<file path="src/rtl/tpu_pkg.sv">
`default_nettype none
// ============================================================================
// Module      : tpu_pkg
// Description : Shared instruction-word constants for the TPU instruction
//               queue: word width, opcode field values, NOP word, FSM states.
// Revision    : 1.0 - initial release
// ============================================================================
package tpu_pkg;

  localparam int INSTR_W = 16;

  // Opcode lives in the top two bits of every instruction word.
  localparam logic [1:0] OP_NOP     = 2'b00;
  localparam logic [1:0] OP_COMPUTE = 2'b11;

  localparam logic [INSTR_W-1:0] NOP_WORD = '0;

  typedef enum logic {
    ST_ISSUE = 1'b0,
    ST_WAIT  = 1'b1
  } iq_state_t;

  function automatic logic [1:0] opcode_of(input logic [INSTR_W-1:0] word);
    return word[INSTR_W-1 -: 2];
  endfunction

endpackage
`default_nettype wire

</file>
<file path="src/rtl/tpu_sync_fifo.sv">
`default_nettype none
// ============================================================================
// Module      : tpu_sync_fifo
// Description : Single-clock FIFO, DEPTH x WIDTH. Pointers carry one extra
//               MSB so full and empty are told apart without a counter.
//               Read data is the head entry, valid whenever !empty.
// Revision    : 1.0 - initial release
// ============================================================================
module tpu_sync_fifo #(
  parameter int DEPTH = 8,
  parameter int WIDTH = 16,
  localparam int AW   = $clog2(DEPTH)
) (
  input  logic             clk,
  input  logic             rst,
  input  logic             clear,
  input  logic             push,
  input  logic [WIDTH-1:0] din,
  input  logic             pop,
  output logic [WIDTH-1:0] dout,
  output logic             full,
  output logic             empty,
  output logic [AW:0]      level
);

  logic [WIDTH-1:0] mem [DEPTH];
  logic [AW:0]      wr_ptr;
  logic [AW:0]      rd_ptr;
  logic             push_ok;
  logic             pop_ok;

  assign empty = (wr_ptr == rd_ptr);
  assign full  = (wr_ptr[AW] != rd_ptr[AW]) && (wr_ptr[AW-1:0] == rd_ptr[AW-1:0]);
  assign level = wr_ptr - rd_ptr;
  assign dout  = mem[rd_ptr[AW-1:0]];

  // A simultaneous pop frees a slot, so a full FIFO may still take a push.
  assign pop_ok  = pop && !empty;
  assign push_ok = push && !clear && (!full || pop_ok);

  // Storage array; contents need no reset since pointers define validity.
  always_ff @(posedge clk) begin
    if (push_ok) begin
      mem[wr_ptr[AW-1:0]] <= din;
    end
  end

  // Pointer update; clear discards everything and beats any push.
  always_ff @(posedge clk or posedge rst) begin
    if (rst) begin
      wr_ptr <= '0;
      rd_ptr <= '0;
    end else if (clear) begin
      wr_ptr <= '0;
      rd_ptr <= '0;
    end else begin
      if (push_ok) wr_ptr <= wr_ptr + 1'b1;
      if (pop_ok)  rd_ptr <= rd_ptr + 1'b1;
    end
  end

endmodule
`default_nettype wire

</file>
<file path="src/rtl/tpu_instr_queue.sv">
`default_nettype none
// ============================================================================
// Module      : tpu_instr_queue
// Description : Host-to-TPU instruction queue. Words are popped one per cycle
//               onto a registered tpu_instr port; after every COMPUTE word the
//               queue stalls for COMPUTE_WAIT cycles, driving NOPs.
//               Optional feature macro: TPU_IQ_STATS_EN adds issued_count,
//               a wrapping count of non-NOP words issued.
// Revision    : 1.0 - initial release
// ============================================================================
module tpu_instr_queue
  import tpu_pkg::*;
#(
  parameter int DEPTH        = 8,
  parameter int COMPUTE_WAIT = 7
) (
  input  logic                     clk,
  input  logic                     rst,
  input  logic                     in_valid,
  input  logic [15:0]              in_instr,
  output logic                     in_ready,
  input  logic                     flush,
  output logic [15:0]              tpu_instr,
  output logic [$clog2(DEPTH):0]   level,
  output logic                     busy
`ifdef TPU_IQ_STATS_EN
  ,
  output logic [15:0]              issued_count
`endif
);

  localparam int CNT_W = 8;

  iq_state_t          state;
  logic [CNT_W-1:0]   wait_cnt;
  logic [INSTR_W-1:0] head;
  logic               fifo_full;
  logic               fifo_empty;
  logic               push;
  logic               pop;

  // in_ready depends only on registered pointers, never on in_valid.
  assign in_ready = !fifo_full;
  assign push     = in_valid && in_ready;
  assign pop      = (state == ST_ISSUE) && !fifo_empty && !flush;
  assign busy     = !fifo_empty || (state == ST_WAIT);

  tpu_sync_fifo #(
    .DEPTH (DEPTH),
    .WIDTH (INSTR_W)
  ) u_fifo (
    .clk   (clk),
    .rst   (rst),
    .clear (flush),
    .push  (push),
    .din   (in_instr),
    .pop   (pop),
    .dout  (head),
    .full  (fifo_full),
    .empty (fifo_empty),
    .level (level)
  );

  // Issue/stall FSM: pops the head onto tpu_instr, or holds NOPs during a stall.
  always_ff @(posedge clk or posedge rst) begin
    if (rst) begin
      state     <= ST_ISSUE;
      wait_cnt  <= '0;
      tpu_instr <= NOP_WORD;
    end else if (flush) begin
      state     <= ST_ISSUE;
      wait_cnt  <= '0;
      tpu_instr <= NOP_WORD;
    end else begin
      case (state)
        ST_ISSUE: begin
          if (pop) begin
            tpu_instr <= head;
            if (opcode_of(head) == OP_COMPUTE) begin
              wait_cnt <= CNT_W'(COMPUTE_WAIT);
              state    <= ST_WAIT;
            end
          end else begin
            tpu_instr <= NOP_WORD;
          end
        end
        ST_WAIT: begin
          // Leaving on the edge that reaches zero yields exactly COMPUTE_WAIT NOPs.
          tpu_instr <= NOP_WORD;
          wait_cnt  <= wait_cnt - CNT_W'(1);
          if (wait_cnt == CNT_W'(1)) begin
            state <= ST_ISSUE;
          end
        end
        default: begin
          state     <= ST_ISSUE;
          tpu_instr <= NOP_WORD;
        end
      endcase
    end
  end

`ifdef TPU_IQ_STATS_EN
  // Counts non-NOP words as they are popped onto the TPU port.
  always_ff @(posedge clk or posedge rst) begin
    if (rst) begin
      issued_count <= '0;
    end else if (flush) begin
      issued_count <= '0;
    end else if (pop && (opcode_of(head) != OP_NOP)) begin
      issued_count <= issued_count + 16'd1;
    end
  end
`endif

endmodule
`default_nettype wire

</file>
<file path="config.mk">
export PLATFORM = sky130hd
export DESIGN_NAME = tpu_instr_queue
export DESIGN_NICKNAME = d
export VERILOG_FILES = /design/src/rtl/tpu_pkg.sv /design/src/rtl/tpu_sync_fifo.sv /design/src/rtl/tpu_instr_queue.sv
export SDC_FILE = /design/constraint.sdc
export NUM_CORES = 1
export LEC_CHECK = 0
export ABC_AREA = 1
export CORE_ASPECT_RATIO = 0.6
export CORE_UTILIZATION = 45
export DETAILED_ROUTE_END_ITERATION = 8
export PLACE_DENSITY = 0.74
export SLEW_MARGIN = 30
export SYNTH_ARGS = -nofsm -noshare
export SYNTH_HDL_FRONTEND = slang
export SYNTH_SLANG_ARGS = --single-unit
</file>
<file path="constraint.sdc">
create_clock -name clk -period 6.1 [get_ports clk]
set_clock_uncertainty 0.15 [all_clocks]
set_input_delay 0.61 -clock clk [delete_from_list [all_inputs] [get_ports clk]]
set_output_delay 0.61 -clock clk [all_outputs]
set_load 0.005 [all_outputs]
</file>
==> flow_results.org <==
** Drt
- The routed design has 15020 um of wire.
- Via count :: 4465
- In the routed layout, each cell is associated on average with a via count of 5.623.
- Drt first-iter violations :: 403
- Total DRC errors in the routed layout :: 0
- First-pass iteration count of the detailed router :: 7
- In this run the remaining antenna-violating nets after routing total 0.
- Average wire length per cell after detail routing :: 18.92 um

** Logic synthesis
- Top post-synthesis cells by count :: sky130_fd_sc_hd__edfxtp_1 (128), sky130_fd_sc_hd__nor2_1 (83), sky130_fd_sc_hd__nand2_1 (69), sky130_fd_sc_hd__o21ai_0 (64), sky130_fd_sc_hd__inv_1 (39)
- Area share of the largest cell type after synthesis :: 0.5817
- Largest family of logic cells by synthesized area :: simple AND/OR/NAND/NOR gates
- Dominant synthesized flop cell :: sky130_fd_sc_hd__edfxtp_1
- Synthesis produced a netlist with a net count of 569.
- The synthesized design contains 128 enable-type register cells.
- The synthesized netlist contains 34 unique library cells.
- Complex-gate fraction of the synthesized area :: 0.09903
- For this run, the register share of the synthesized area comes to 0.7067.
- Xor/xnor cell area share of the yosys netlist :: 0.007953
- Proportion of synthesized area in mux cells :: 0
- Cell type contributing the most total cell area after synthesis :: sky130_fd_sc_hd__edfxtp_1
- Top area cells in the synthesized netlist :: sky130_fd_sc_hd__edfxtp_1 (58%), sky130_fd_sc_hd__dfrtp_1 (12%), sky130_fd_sc_hd__o21ai_0 (4.8%), sky130_fd_sc_hd__nor2_1 (4.7%), sky130_fd_sc_hd__nand2_1 (3.9%)
- In the synthesized netlist, the number of instances is 541.
- Of the total synthesized cell area, the portion taken by full adders, half adders and majority gates is 0.01628.
- Share of synthesized cell area in and, or, nand and nor gates :: 0.1250
- By instance count, the leading cell after synthesis is sky130_fd_sc_hd__edfxtp_1.
- Each instance of the synthesized netlist takes up on average 12.21 sq um.
- Counting flops with an async set or reset pin after synthesis yields a share of 0.2050.
- The mapped netlist covers 6608 sq um.
- Number of storage elements in the synthesis netlist :: 161
- During synthesis, Yosys emitted a total of 0 warnings.

** CTS
- Hold-fix buffers, CTS :: 0
- After clock tree synthesis, the repair step resized 0 gates.
- After clock tree synthesis, the setup repair step added 0 buffers.
- Clock H-tree levels :: 4
- TritonCTS created 17 clock buffers.
- TritonCTS clock tree :: built
- Clk Latency, worst-skew pair :: 0.42 ns
- The root buffer cell chosen for the clock tree is sky130_fd_sc_hd__clkbuf_16.
- Clock-pin slew was measured on the worst setup and hold paths at 0.06 ns.
- In this run the deepest clock path goes through 2 buffers.
- CTS saw 161 sinks.

** Critical path
- Cell-by-cell listing of the critical path :: clkinv_1 > ha_1 > inv_1 > o31ai_1 > xor2_1 > clkdlybuf4s50_1
- Worst path max stage delay :: 0.84 ns
- Worst setup EP type :: output port
- Slowest stage cell, crit path :: sky130_fd_sc_hd__clkinv_1
- At the worst endpoint, the required time is 5.34 ns.
- Critical path fanouts, max :: 19
- STA classifies the critical path startpoint as a register.
- Setup Crit Path Kind :: register to output port
- Data on the critical path arrives at its endpoint at 3.79 ns.

** Pwr
- In this run the power spent charging and discharging nets is 956.6 uW.
- The analysis attributes to cell leakage a power of 0.002949 uW.
- Total power density per cell area :: 406.2 nW/um^2
- Of the total power, registers draw 0.410.
- Of the total power, the clock network draws 0.351.
- VDD sags by at most 0.2362 mV.
- Internal power comes to 2227 uW.
- Logic pwr share :: 0.239
- Switching power as a share of total power :: 0.3005

** Layout
- Counting the fill cells in the layout gives 1084.
- Layout area overhead :: 18.63%
- Total area of sequential cells :: 4669 sq um
- Layout cells sized above 1 :: 0.1179
- The net count of the finished layout is 617.
- Post-route design area :: 7839 sq um
- The number of antenna diodes in the final layout is 0.
- Final design utilization :: 0.5600
- Area of the multi-input gates :: 1640 sq um

** Global routing
- Via count of the first global-routing pass :: 4183
- The initial antenna violation count is 0.
- Wire length of the first global-routing pass :: 23290 um
- Entering global routing, the biggest net connects 69 pins.
- Overall global routing resource usage :: 0.2116
- Grt ovf :: 0

** Die
- Horizontal die dimension :: 158.4 um
- The region available for standard cell placement spans 14000 sq um.
- The die covers 15190 sq um.
- Number of primary I/O pins :: 42
- Number of placement rows :: 33
- From bottom edge to top edge, the die measures 95.86 um.
- Starting density of the core :: 0.4721

** STA
- Setup total negative slack on the finished layout was measured at 0 ns.
- Slew headroom :: 0.4851
- Post-route fraction of the period consumed by the critical path :: 0.7457
- Unrepaired setup endpoints after global routing :: no
- Final Worst Setup Slack :: 1.551 ns
- Final hold slack :: 0.3826 ns
- The final number of hold-violating endpoints is 0.
- Final worst path period need :: 4.549 ns
- Final setup vio count :: 0
- Derived from the worst setup path, the maximum achievable clock frequency is 0.2198 GHz.
- Max-slew violation count :: 0
- Measured slew at the worst slew-check pin :: 0.7715 ns

** Worst hold path
- The min-delay analysis places its worst path in the category register to register.

** Placed design
- Place WS :: 2.002 ns
- Once placement finished, the instance area stood at 7216 sq um.
- Count of input and output buffers :: 41
- The HPWL after detailed placement is 9145 um.
- Placer congestion estimate :: 0.9239

** Run
- Max-cap violations in this run came to 0.

** Status
- Status :: completed
[layout by cell type, fill, tap and decap left out, types with 5 or more instances in the layout]
cell / netlist / layout
sky130_fd_sc_hd__nor2_1: 83 / 83
sky130_fd_sc_hd__buf_4: 2 / 12
sky130_fd_sc_hd__a21oi_1: 5 / 5
sky130_fd_sc_hd__inv_1: 39 / 39
sky130_fd_sc_hd__nand3_1: 30 / 30
sky130_fd_sc_hd__o221ai_1: 14 / 14
sky130_fd_sc_hd__ha_1: 7 / 7
sky130_fd_sc_hd__dfrtp_1: 33 / 33
sky130_fd_sc_hd__o21ai_0: 64 / 64
sky130_fd_sc_hd__o221a_2: 13 / 13
sky130_fd_sc_hd__clkbuf_16: 0 / 17
sky130_fd_sc_hd__clkdlybuf4s50_1: 0 / 41
sky130_fd_sc_hd__nand2_1: 69 / 69
sky130_fd_sc_hd__edfxtp_1: 128 / 128
[state kept, by name, indices dropped and copies added, names as in the netlist]
signal,cells
state,1
tpu_instr,16
u_fifo.mem,128
u_fifo.rd_ptr,4
u_fifo.wr_ptr,4
wait_cnt,8
[layer usage]
| layer | vias up | part of all wire | track usage | wire (um) |
|---|---|---|---|---|
| li1 | 2008 | - | - | - |
| met1 | 2213 | 0.45 | 0.2980 | 6832 |
| met2 | 224 | 0.47 | 0.3381 | 7031 |
| met3 | 20 | 0.067 | 0.03557 | 1000 |
| met4 | 0 | 0.011 | 0.06731 | 159 |
| met5 | - | 0 | 0 | 0 |
[cells by family after synthesis]
| logic type | after synthesis |
|---|---|
| buffers and inverters | 68 |
| AND/OR/NAND/NOR | 196 |
| flip-flops | 161 |
| adder cells (fa/ha/maj) | 8 |
| AO/OA/AOI/OAI | 102 |
| XOR/XNOR | 6 |
[final timing paths]
kind,end,cells after the start,from,slack (ns)
max,level[3],6,u_fifo.rd_ptr[2],1.55
min,wait_cnt[1],2,wait_cnt[1],0.38
max reg2reg,u_fifo.mem[5][3],10,u_fifo.rd_ptr[2],1.94
min reg2reg,wait_cnt[1],2,wait_cnt[1],0.38
max in group asynchronous,tpu_instr[6],3,rst,4.98
min in group asynchronous,tpu_instr[10],3,rst,0.46
[worst max-delay path: cells and delay by family (launching register included)]
kind                       cells  cell delay [ns]
DFF                            1             0.83
adders and majority gates      1             0.64
AOI/OAI and AO/OA              1             0.28
buffers and inverters          3             1.44
xor gates and xnor gates       1             0.17
[per-stage QoR]
stage	total power, uW	instances
3_5_place_dp	2078	762
4_1_cts	3191	794
3_3_place_gp	2054	762
5_1_grt	3322	794
6_report	3184	794
2_1_floorplan	1797	541
[area by class of cell]
| type | count | area share |
|---|---|---|
| Timing Repair Buffer | 53 | 0.06385 |
| Clock buffer | 17 | 0.05427 |
| Clock inverter | 15 | 0.02522 |
| Multi-Input combinational cell | 312 | 0.2093 |
| Sequential cell | 161 | 0.5957 |
| Inverter | 44 | 0.02107 |
| Tap cell | 192 | 0.03065 |
[power groups by stage]
| stage | clock, uW | combinational (uW) | sequential [uW] |
|---|---|---|---|
| 3_5_place_dp | 0 | 751 | 1330 |
| 6_report | 1120 | 761 | 1310 |
| 2_1_floorplan | 0 | 471 | 1330 |
| 3_3_place_gp | 0 | 730 | 1320 |
| 4_1_cts | 1120 | 760 | 1310 |
| 5_1_grt | 1170 | 842 | 1310 |
Power figures use the tool's default switching activity.
